File: src/rtl/uart_bfm_agent_if.sv
// Byte-side handshake and serial pins of the UART agent.
// The agent itself takes the slave view.
interface uart_bfm_agent_if #(
   parameter int TX_DEPTH = 4
);
   localparam int LW = $clog2(TX_DEPTH) + 1;

   logic          tx_valid;
   logic          tx_ready;
   logic [7:0]    tx_data;
   logic [LW-1:0] tx_level;
   logic          tx_busy;
   logic          rxd_o;
   logic          txd_i;
   logic          rx_valid;
   logic [7:0]    rx_data;
   logic          rx_parity_err;
   logic          rx_frame_err;

   modport slave (
      input  tx_valid, tx_data, txd_i,
      output tx_ready, tx_level, tx_busy, rxd_o,
             rx_valid, rx_data, rx_parity_err, rx_frame_err
   );

   modport master (
      output tx_valid, tx_data, txd_i,
      input  tx_ready, tx_level, tx_busy, rxd_o,
             rx_valid, rx_data, rx_parity_err, rx_frame_err
   );
endinterface

File: src/rtl/uart_bfm_agent.sv
// UART agent: FIFO-buffered serialiser driving rxd_o, and a deserialiser
// on txd_i that reports parity and framing errors. Full duplex.
module uart_bfm_agent #(
   parameter int CLK_HZ    = 100_000_000,
   parameter int BAUD      = 115200,
   parameter int DATA_BITS = 8,
   parameter int PARITY    = 0,
   parameter int STOP_BITS = 1,
   parameter int TX_DEPTH  = 4
) (
   input  logic             c0_sys_clk_p,
   input  logic             reset_btn_n,
   uart_bfm_agent_if.slave  bus
);
   localparam int            DIV      = CLK_HZ / BAUD;
   localparam int            CW       = $clog2(DIV) + 1;
   localparam int            AW       = $clog2(TX_DEPTH);
   localparam int            LW       = AW + 1;
   localparam logic [CW-1:0] CNT_TOP  = CW'(DIV - 1);
   localparam logic [CW-1:0] CNT_HALF = CW'(DIV / 2 - 1);
   localparam logic [7:0]    DMASK    = 8'((1 << DATA_BITS) - 1);
   localparam logic [2:0]    LAST_BIT = 3'(DATA_BITS - 1);
   localparam logic          ODD      = 1'(PARITY == 1);

   // ---------------- TX FIFO ----------------
   logic [7:0]    mem [TX_DEPTH];
   logic [AW-1:0] wr_ptr, rd_ptr;
   logic [LW-1:0] level;
   logic          push, pop;

   assign bus.tx_ready = (level != LW'(TX_DEPTH));
   assign bus.tx_level = level;
   assign push         = bus.tx_valid & bus.tx_ready;

   always_ff @(posedge c0_sys_clk_p or negedge reset_btn_n) begin
      if (!reset_btn_n) begin
         wr_ptr <= '0;
         rd_ptr <= '0;
         level  <= '0;
      end else begin
         if (push) wr_ptr <= wr_ptr + 1'b1;
         if (pop)  rd_ptr <= rd_ptr + 1'b1;
         level <= level + LW'(push) - LW'(pop);
      end
   end

   always_ff @(posedge c0_sys_clk_p) begin
      if (push) mem[wr_ptr] <= bus.tx_data & DMASK;
   end

   // ---------------- TX serialiser ----------------
   typedef enum logic [2:0] {T_IDLE, T_START, T_DATA, T_PARITY, T_STOP} tx_state_t;
   tx_state_t     tx_state, tx_state_n;
   logic [CW-1:0] tx_cnt;
   logic [2:0]    tx_bit;
   logic          tx_stop;
   logic [7:0]    tx_shift;
   logic          tx_par, tx_line, tx_tick, rxd_q, tx_busy_q;

   assign tx_tick     = (tx_cnt == '0);
   assign bus.rxd_o   = rxd_q;
   assign bus.tx_busy = tx_busy_q;

   always_comb begin
      tx_state_n = tx_state;
      pop        = 1'b0;
      tx_line    = 1'b1;
      unique case (tx_state)
         T_IDLE: if (level != '0) begin
            pop        = 1'b1;
            tx_state_n = T_START;
         end
         T_START: begin
            tx_line = 1'b0;
            if (tx_tick) tx_state_n = T_DATA;
         end
         T_DATA: begin
            tx_line = tx_shift[0];
            if (tx_tick && tx_bit == LAST_BIT) tx_state_n = (PARITY != 0) ? T_PARITY : T_STOP;
         end
         T_PARITY: begin
            tx_line = tx_par;
            if (tx_tick) tx_state_n = T_STOP;
         end
         T_STOP: if (tx_tick && tx_stop == 1'(STOP_BITS - 1)) begin
            // Queued data chains straight into the next start bit.
            if (level != '0) begin
               pop        = 1'b1;
               tx_state_n = T_START;
            end else begin
               tx_state_n = T_IDLE;
            end
         end
         default: tx_state_n = T_IDLE;
      endcase
   end

   always_ff @(posedge c0_sys_clk_p or negedge reset_btn_n) begin
      if (!reset_btn_n) tx_state <= T_IDLE;
      else              tx_state <= tx_state_n;
   end

   // Line and busy are registered so the pin is glitch-free.
   always_ff @(posedge c0_sys_clk_p or negedge reset_btn_n) begin
      if (!reset_btn_n) begin
         tx_cnt    <= CNT_TOP;
         tx_bit    <= '0;
         tx_stop   <= 1'b0;
         tx_shift  <= '0;
         tx_par    <= 1'b0;
         rxd_q     <= 1'b1;
         tx_busy_q <= 1'b0;
      end else begin
         rxd_q     <= tx_line;
         tx_busy_q <= (tx_state != T_IDLE);
         if (pop) begin
            tx_shift <= mem[rd_ptr];
            tx_par   <= ^mem[rd_ptr] ^ ODD;
            tx_cnt   <= CNT_TOP;
            tx_bit   <= '0;
            tx_stop  <= 1'b0;
         end else if (tx_state != T_IDLE) begin
            if (tx_tick) begin
               tx_cnt <= CNT_TOP;
               if (tx_state == T_DATA) begin
                  tx_shift <= tx_shift >> 1;
                  tx_bit   <= (tx_bit == LAST_BIT) ? '0 : tx_bit + 1'b1;
               end
               if (tx_state == T_STOP) tx_stop <= ~tx_stop;
            end else begin
               tx_cnt <= tx_cnt - 1'b1;
            end
         end
      end
   end

   // ---------------- RX deserialiser ----------------
   typedef enum logic [2:0] {R_IDLE, R_START, R_DATA, R_PARITY, R_STOP, R_BREAK} rx_state_t;
   rx_state_t     rx_state, rx_state_n;
   logic          rx_s1, rx_s2, rx_prev;
   logic [CW-1:0] rx_cnt;
   logic [2:0]    rx_bit;
   logic [7:0]    rx_shift, rx_word;
   logic          rx_par_bit, rx_tick, rx_fall, rx_done;
   logic          rx_valid_q, rx_perr_q, rx_ferr_q;
   logic [7:0]    rx_data_q;

   assign rx_tick           = (rx_cnt == '0);
   assign rx_fall           = rx_prev & ~rx_s2;
   assign rx_word           = rx_shift >> (8 - DATA_BITS);
   assign bus.rx_valid      = rx_valid_q;
   assign bus.rx_data       = rx_data_q;
   assign bus.rx_parity_err = rx_perr_q;
   assign bus.rx_frame_err  = rx_ferr_q;

   always_comb begin
      rx_state_n = rx_state;
      rx_done    = 1'b0;
      unique case (rx_state)
         R_IDLE:   if (rx_fall) rx_state_n = R_START;
         R_START:  if (rx_tick) rx_state_n = rx_s2 ? R_IDLE : R_DATA;
         R_DATA:   if (rx_tick && rx_bit == LAST_BIT) rx_state_n = (PARITY != 0) ? R_PARITY : R_STOP;
         R_PARITY: if (rx_tick) rx_state_n = R_STOP;
         R_STOP: if (rx_tick) begin
            rx_done    = 1'b1;
            rx_state_n = rx_s2 ? R_IDLE : R_BREAK;
         end
         // A held-low line must not retrigger a start.
         R_BREAK:  if (rx_s2) rx_state_n = R_IDLE;
         default:  rx_state_n = R_IDLE;
      endcase
   end

   always_ff @(posedge c0_sys_clk_p or negedge reset_btn_n) begin
      if (!reset_btn_n) rx_state <= R_IDLE;
      else              rx_state <= rx_state_n;
   end

   always_ff @(posedge c0_sys_clk_p or negedge reset_btn_n) begin
      if (!reset_btn_n) begin
         rx_s1      <= 1'b1;
         rx_s2      <= 1'b1;
         rx_prev    <= 1'b1;
         rx_cnt     <= CNT_HALF;
         rx_bit     <= '0;
         rx_shift   <= '0;
         rx_par_bit <= 1'b0;
         rx_valid_q <= 1'b0;
         rx_data_q  <= '0;
         rx_perr_q  <= 1'b0;
         rx_ferr_q  <= 1'b0;
      end else begin
         rx_s1      <= bus.txd_i;
         rx_s2      <= rx_s1;
         rx_prev    <= rx_s2;
         rx_valid_q <= rx_done;
         // Half-bit wait from the falling edge puts every later sample mid-bit.
         if (rx_state == R_IDLE) rx_cnt <= CNT_HALF;
         else if (rx_tick)       rx_cnt <= CNT_TOP;
         else                    rx_cnt <= rx_cnt - 1'b1;
         if (rx_state == R_DATA && rx_tick) begin
            rx_shift <= {rx_s2, rx_shift[7:1]};
            rx_bit   <= (rx_bit == LAST_BIT) ? '0 : rx_bit + 1'b1;
         end
         if (rx_state == R_PARITY && rx_tick) rx_par_bit <= rx_s2;
         if (rx_done) begin
            rx_data_q <= rx_word;
            rx_perr_q <= (PARITY != 0) & (^rx_word ^ rx_par_bit ^ ODD);
            rx_ferr_q <= ~rx_s2;
         end
      end
   end
endmodule
File: src/flat_wrapper.sv
// flat-port wrapper written by rule: the top's interface ports become plain ports
module uart_bfm_agent_flat 
#(
   parameter int CLK_HZ    = 100_000_000,
   parameter int BAUD      = 115200,
   parameter int DATA_BITS = 8,
   parameter int PARITY    = 0,
   parameter int STOP_BITS = 1,
   parameter int TX_DEPTH  = 4
)
  (c0_sys_clk_p, reset_btn_n, bus_tx_valid, bus_tx_data, bus_txd_i, bus_tx_ready, bus_tx_level, bus_tx_busy, bus_rxd_o, bus_rx_valid, bus_rx_data, bus_rx_parity_err, bus_rx_frame_err);
  uart_bfm_agent_if #(.TX_DEPTH(TX_DEPTH)) bus_i ();
  input  logic c0_sys_clk_p;
  input  logic reset_btn_n;
  input wire logic [$bits(bus_i.tx_valid)-1:0] bus_tx_valid;
  input wire logic [$bits(bus_i.tx_data)-1:0] bus_tx_data;
  input wire logic [$bits(bus_i.txd_i)-1:0] bus_txd_i;
  output wire logic [$bits(bus_i.tx_ready)-1:0] bus_tx_ready;
  output wire logic [$bits(bus_i.tx_level)-1:0] bus_tx_level;
  output wire logic [$bits(bus_i.tx_busy)-1:0] bus_tx_busy;
  output wire logic [$bits(bus_i.rxd_o)-1:0] bus_rxd_o;
  output wire logic [$bits(bus_i.rx_valid)-1:0] bus_rx_valid;
  output wire logic [$bits(bus_i.rx_data)-1:0] bus_rx_data;
  output wire logic [$bits(bus_i.rx_parity_err)-1:0] bus_rx_parity_err;
  output wire logic [$bits(bus_i.rx_frame_err)-1:0] bus_rx_frame_err;
  assign bus_i.tx_valid = bus_tx_valid;
  assign bus_i.tx_data = bus_tx_data;
  assign bus_i.txd_i = bus_txd_i;
  assign bus_tx_ready = bus_i.tx_ready;
  assign bus_tx_level = bus_i.tx_level;
  assign bus_tx_busy = bus_i.tx_busy;
  assign bus_rxd_o = bus_i.rxd_o;
  assign bus_rx_valid = bus_i.rx_valid;
  assign bus_rx_data = bus_i.rx_data;
  assign bus_rx_parity_err = bus_i.rx_parity_err;
  assign bus_rx_frame_err = bus_i.rx_frame_err;
  uart_bfm_agent #(.CLK_HZ(CLK_HZ), .BAUD(BAUD), .DATA_BITS(DATA_BITS), .PARITY(PARITY), .STOP_BITS(STOP_BITS), .TX_DEPTH(TX_DEPTH)) u_core (.c0_sys_clk_p(c0_sys_clk_p), .reset_btn_n(reset_btn_n), .bus(bus_i));
endmodule
File: config.mk
export PLATFORM = sky130hd
export DESIGN_NAME = uart_bfm_agent_flat
export DESIGN_NICKNAME = d
export VERILOG_FILES = /design/src/rtl/uart_bfm_agent_if.sv /design/src/rtl/uart_bfm_agent.sv /design/src/flat_wrapper.sv
export SDC_FILE = /design/constraint.sdc
export NUM_CORES = 1
export LEC_CHECK = 0
export ABC_AREA = 1
export BUFFER_PORTS_ARGS = -buffer_cell sky130_fd_sc_hd__buf_2
export CORE_AREA = 8 8 144 146
export DETAILED_ROUTE_END_ITERATION = 8
export DIE_AREA = 0 0 152 154
export PLACE_DENSITY = 0.45
export SETUP_SLACK_MARGIN = 0.02
export SLEW_MARGIN = 30
export SYNTH_ARGS = -nofsm -noshare
export SYNTH_HDL_FRONTEND = slang
export SYNTH_SLANG_ARGS = --single-unit
export TNS_END_PERCENT = 20
File: constraint.sdc
create_clock -name c0_sys_clk_p -period 2.8 [get_ports c0_sys_clk_p]
set_clock_uncertainty 0.2 [all_clocks]
set_input_delay 0.14 -clock c0_sys_clk_p [delete_from_list [all_inputs] [get_ports c0_sys_clk_p]]
set_output_delay 0.14 -clock c0_sys_clk_p [all_outputs]
set_load 0.01 [all_outputs]
==> flow_summary.ini, run 1 <==
[run_status]
status = completed

[setup_path]
critPathLaunchType = flop
crit_fanout = 4
path_common_cell = inv_1
path_cells = inv_1 > ha_1 > nand3_2 > nor2_2 > nand2_2 > o21ai_2 > nand2_4 > inv_1 > ha_1 > inv_1 > ha_1 > inv_1 > fa_1 > xnor2_1
critPathBufInv = 4
crit_family = adder cells
required_ps = 2870
endpoint_kind = flop
slowest_stage = dfstp_2
slowest_delay_ps = 540
crit_arrival_ps = 2640
critPathKind = flop to flop

[power]
comb_power_share_pct = 18.8
leakagePower_nw = 2.79
internal_power_mw = 2.77
p_clk_share_pct = 32.8
peakVddDrop_uv = 317
switchingPower_mw = 1.15
power_density_mw_per_mm2 = 668
seq_power_share_pct = 48.4
fin_total_pwr_mw = 3.92
sw_frac_of_total_pct = 29.2

[global_route]
use_met1_pct = 10.5
grt.busiest_layer = met2
use_met3_pct = 2.61
grt_start_max_net_pins = 75
gr-usage-met2_pct = 15.8
first_global_vias = 3745
grt_antenna_before_repair = 0
grt_pass1_wl_microns = 17500
grt_use_total_pct = 9.14
grt_overflow = 0

[drt]
ant_nets = 0
drc = 0
drtIter0Drc = 127
wire_per_inst_microns = 11.7
routed_via_density = 4.33
dr.pass1.iters = 4
vias = 3682
drt_wl_total_microns = 9930

[clock_tree]
clk_latency_ps = 350
ctsResizeCount = 0
cts_tree = yes
hold_buffers = 11
clkSinkCount = 106
numCtsBuffers = 9
cts_setup_buffers = 0
htree_levels = 3
clockRootBuffer = clkbuf_16
clk_pin_slew_ps = 70
cts_buffer_depth = 2

[final_layout]
multi_input_comb_area_sq_mm = 0.00189
drive_above_1_share_pct = 13.6
regArea_sq_mm = 0.00283
fin_nets = 638
fillCellCount = 1937
fin_area_sq_mm = 0.00587
area_growth_pct = 16.4
n_antenna_cell = 0

[die]
die_w_microns = 152
ios = 29
die_h_microns = 154
rows = 50
start_util_pct = 27.3
core_area_sq_mm = 0.0185
dieArea_sq_mm = 0.0234

[synthesis]
syn_nets = 591
yosysMostFrequentCell = nand2_1
yosys.area.top_type = dfrtp_1
synth_edf_count = 32
synth.area.top_cells = dfrtp_1 29%, edfxtp_1 19%, nand2_1 15%
yosys-top-cells-count = 197 x nand2_1, 61 x inv_1, 59 x dfrtp_1
synth_cells = 565
ys_seq_area_share_pct = 56.2
ys_types = 41
async_reset_ff_share_pct = 69.8
avgSynthCellArea_sq_um = 8.92
ys.flop_type = dfrtp_1
ys_ff_latch = 106
syn_area_sq_mm = 0.00504
yosys.area.top_type_share_pct = 29.3
yosys_warnings = 0

[min_path]
hp-class = flop to flop

[timing]
max_clock_freq_mhz = 389
whs_ps = 157
layout_setup_ws_ps = 228
tightest_slew_ps = 678
maxSlewViolCount = 0
rsz0062_at_grt = no
hold_viol = 0
finalSetupTns_ps = 0
layout_min_cycle_time_ps = 2570
fin_crit_sh_pct = 91.8
setup_viol = 0
maxSlewHeadroom_pct = 54.8

[placement]
dp_slack_ps = 226
postPlaceCellArea_sq_mm = 0.00546
detailed_place_hpwl_microns = 7070
port_buffers = 27
gp_congestion = 0.754

[run]
max_cap_violations = 0
power by group through the flow:
stage               registers, mW  logic [mW]  clock network [mW]
floorplan                    1.92       0.488                   0
global placement             1.93       0.723                   0
detailed placement           1.93       0.747                   0
CTS                          1.90       0.762                1.34
global route                 1.92       0.870                1.39
finish                       1.90       0.738                1.28
cells in the final DEF (no fill, tap or decap), drive strengths merged:
master	netlist	layout
dfrtp	59	59
nand2	202	202
and3	1	1
o31ai	4	4
bufinv	0	1
or2	2	2
nor4	1	1
fa	1	1
ha	13	13
or3	1	1
nor3b	1	1
o41ai	1	1
inv	62	65
clkinvlp	0	1
clkbuf	1	9
dlygate4sd3	0	11
nor3	8	8
xor2	6	6
edfxtp	32	32
mux2	1	1
conb	1	1
a31oi	1	1
nand3	35	35
nand4	4	4
buf	10	36
nor2	51	51
a21oi	6	6
dfstp	15	15
o21ai	41	41
xnor2	5	5
clkinv	0	2
cells by family after synthesis:
family                   count (synthesis)  share of synthesized area [%]
XOR/XNOR                                11                           1.91
adder cells (fa/ha/maj)                 14                           3.62
buffers and inverters                   73                           6.28
AND/OR/NAND/NOR                        306                           25.6
AO/OA/AOI/OAI                           53                           6.13
other                                    1                         0.0744
flip-flops                             106                           56.2
multiplexers                             1                          0.223
per-layer routing:
layer,wire length (microns),part of all wire (%),up-vias
met5,0,0,-
met4,192,1.9,0
met3,251,2.5,12
met2,4840,49,35
met1,4650,47,1742
li1,-,-,1893
metrics by stage:
stage	util, %	std cells
finish	31.8	851
global route	31.8	851
CTS	31.8	851
detailed placement	29.6	824
global placement	29.6	824
floorplan	-	565
sequential cells by signal (all words and copies together) (netlist names), 8 cells and up:
signal,count
u_core.mem,32
u_core.rx_cnt,11
u_core.tx_cnt,11
u_core.bus.rx_data,8
u_core.rx_shift,8
u_core.tx_shift,8
cell type report:
| cell class | count | area share [%] |
|---|---|---|
| clock buffers | 9 | 3.84 |
| well taps | 234 | 4.99 |
| clock inverters | 7 | 1.26 |
| inverters | 62 | 3.97 |
| repair buffers | 47 | 5.44 |
| multi-input cells | 386 | 32.3 |
| flip-flops and latches | 106 | 48.2 |
final timing paths:
kind	slack, ps	startpoint	cells past startpoint	endpoint
max in group asynchronous	1760	reset_btn_n	2	u_core.tx_state[0]$_DFFE_PN0P_
min in group asynchronous	180	reset_btn_n	2	u_core.rx_cnt[6]$_DFF_PN0_
max reg2reg	230	u_core.tx_cnt[0]$_DFFE_PN1P_	14	u_core.bus.tx_level[2]$_DFF_PN0_
min	160	u_core.rx_s1$_DFF_PN1_	0	u_core.rx_s2$_DFF_PN1_
min reg2reg	160	u_core.rx_s1$_DFF_PN1_	0	u_core.rx_s2$_DFF_PN1_
max	230	u_core.tx_cnt[0]$_DFFE_PN1P_	14	u_core.bus.tx_level[2]$_DFF_PN0_
Power figures use the tool's default switching activity.
==> run 2: changes to the inputs <==
BUFFER_PORTS_ARGS = default   (was -buffer_cell sky130_fd_sc_hd__buf_2)
DONT_BUFFER_PORTS = 1   (was default)
PLACE_DENSITY = 0.44   (was 0.45)
==> flow_summary.ini, run 2 (synthesis results as in run 1) <==
[setup_path]
crit_arrival_ps = 2600
critPathLaunchType = flop
critPathKind = flop to flop
endpoint_kind = flop
crit_fanout = 4
required_ps = 2850

[final_layout]
top_regs = u_core.mem (32), u_core.rx_cnt (11), u_core.tx_cnt (11)
largest_reg_flops = 32
area_growth_pct = 14.6
n_antenna_cell = 0
drive_above_1_share_pct = 10.5
top_register = u_core.mem
fin_nets = 614
layout_common_cells = 197 x nand2_1, 61 x inv_1, 59 x dfrtp_1, 45 x nor2_1, 37 x o21ai_0
layout_commonest_cell = nand2_1
instances_no_fill = 827

[clock_tree]
cts_buffer_depth = 2
cts_tree = yes
clkSinkCount = 106
numCtsBuffers = 9
htree_levels = 3
clockRootBuffer = clkbuf_16
clk_pin_slew_ps = 80
clk_latency_ps = 360

[drt]
drtIter0Drc = 180
ant_nets = 0
drc = 0
drt_wl_total_microns = 9890
vias = 3597
routed_via_density = 4.35
dr.pass1.iters = 4
wire_per_inst_microns = 12.0

[run_status]
status = completed

[global_route]
grt_use_total_pct = 9.08
grt_overflow = 0
grt.busiest_layer = met2
grt_start_max_net_pins = 75
first_global_vias = 3580
use_met3_pct = 3.08
grt_antenna_before_repair = 0
use_met1_pct = 10.9
gr-usage-met2_pct = 14.8
grt_pass1_wl_microns = 17400

[die]
start_util_pct = 27.3
dieArea_sq_mm = 0.0234
rows = 50
die_h_microns = 154
die_w_microns = 152
ios = 29
core_area_sq_mm = 0.0185

[timing]
setup_viol = 0
fin_crit_sh_pct = 90.9
layout_min_cycle_time_ps = 2540
maxSlewViolCount = 0
max_clock_freq_mhz = 393
hold_viol = 0
rsz0062_at_grt = no
finalSetupTns_ps = 0

[placement]
port_buffers = 0
gp_congestion = 0.769
placed_cells = 799
detailed_place_hpwl_microns = 6910

[power]
leakagePower_nw = 2.70
power_density_mw_per_mm2 = 676
fin_total_pwr_mw = 3.91
peakVddDrop_uv = 450

[run]
max_cap_violations = 0

[min_path]
hp-class = input pin to flop
-- run 2: changes by cell type in the layout (fill, tap and decap cells not counted), sizes merged --
cell | previous run | this run
clkinvlp | 1 | 0
buf | 36 | 12
bufinv | 1 | 0
inv | 65 | 67
-- run 2: worst max-delay path: stages, from the launching register on --
cell	delay, ps
dfstp_2	530
inv_1	70
ha_1	220
nand3_2	80
nor2_2	40
nand2_2	110
o21ai_2	90
nand2_4	70
inv_1	50
ha_1	260
inv_1	60
ha_1	130
inv_1	40
fa_1	370
xnor2_1	130
-- run 2: per-stage QoR --
stage,util [%],cell area (sq um),hold slack (ps),worst slack (ps)
after floorplan,-,5040,-356,251
after global placement,28.9,5330,-352,257
after detailed placement,28.9,5330,-353,234
after CTS,31.3,5780,115,225
after global routing,31.3,5780,109,84.9
final,31.3,5780,133,256
-- run 2: power by group --
group | internal (mW) | total [mW] | switching, mW
registers | 1.80 | 1.90 | 0.102
clock network | 0.642 | 1.30 | 0.656
logic | 0.265 | 0.711 | 0.446
total | 2.70 | 3.91 | 1.20
-- run 2: final cells by class --
| class | instances | area, sq um |
|---|---|---|
| Multi-Input combinational cell | 386 | 1890 |
| Tap cell | 234 | 293 |
| Clock inverter | 7 | 81.3 |
| Timing Repair Buffer | 23 | 220 |
| Inverter | 62 | 233 |
| Clock buffer | 9 | 225 |
| Sequential cell | 106 | 2830 |
| Fill cell | 1916 | 12700 |
-- run 2: routing by layer --
metal | vias up | part of all wire (%)
li1 | 1847 | -
met1 | 1690 | 48
met2 | 49 | 47
met3 | 11 | 3.8
met4 | 0 | 1.8
met5 | - | 0
-- run 2: what timing repair did --
item / CTS / global route
hold buffers: 12 / 0
resized for setup: 0 / 0
hold endpoints to repair: 109 / 0
setup buffers: 0 / 0
-- run 2: worst paths after layout --
kind                                               endpoint  slack, ps                         start  cells past startpoint
min                                  u_core.rx_s1$_DFF_PN1_        130                     bus_txd_i                      1
min in group asynchronous    u_core.rx_state[0]$_DFFE_PN0P_        140                   reset_btn_n                      2
max in group asynchronous      u_core.tx_cnt[5]$_DFFE_PN1P_       1910                   reset_btn_n                      2
min reg2reg                          u_core.rx_s2$_DFF_PN1_        160        u_core.rx_s1$_DFF_PN1_                      0
max                        u_core.bus.tx_level[2]$_DFF_PN0_        260  u_core.tx_cnt[0]$_DFFE_PN1P_                     14
max reg2reg                u_core.bus.tx_level[2]$_DFF_PN0_        260  u_core.tx_cnt[0]$_DFFE_PN1P_                     14
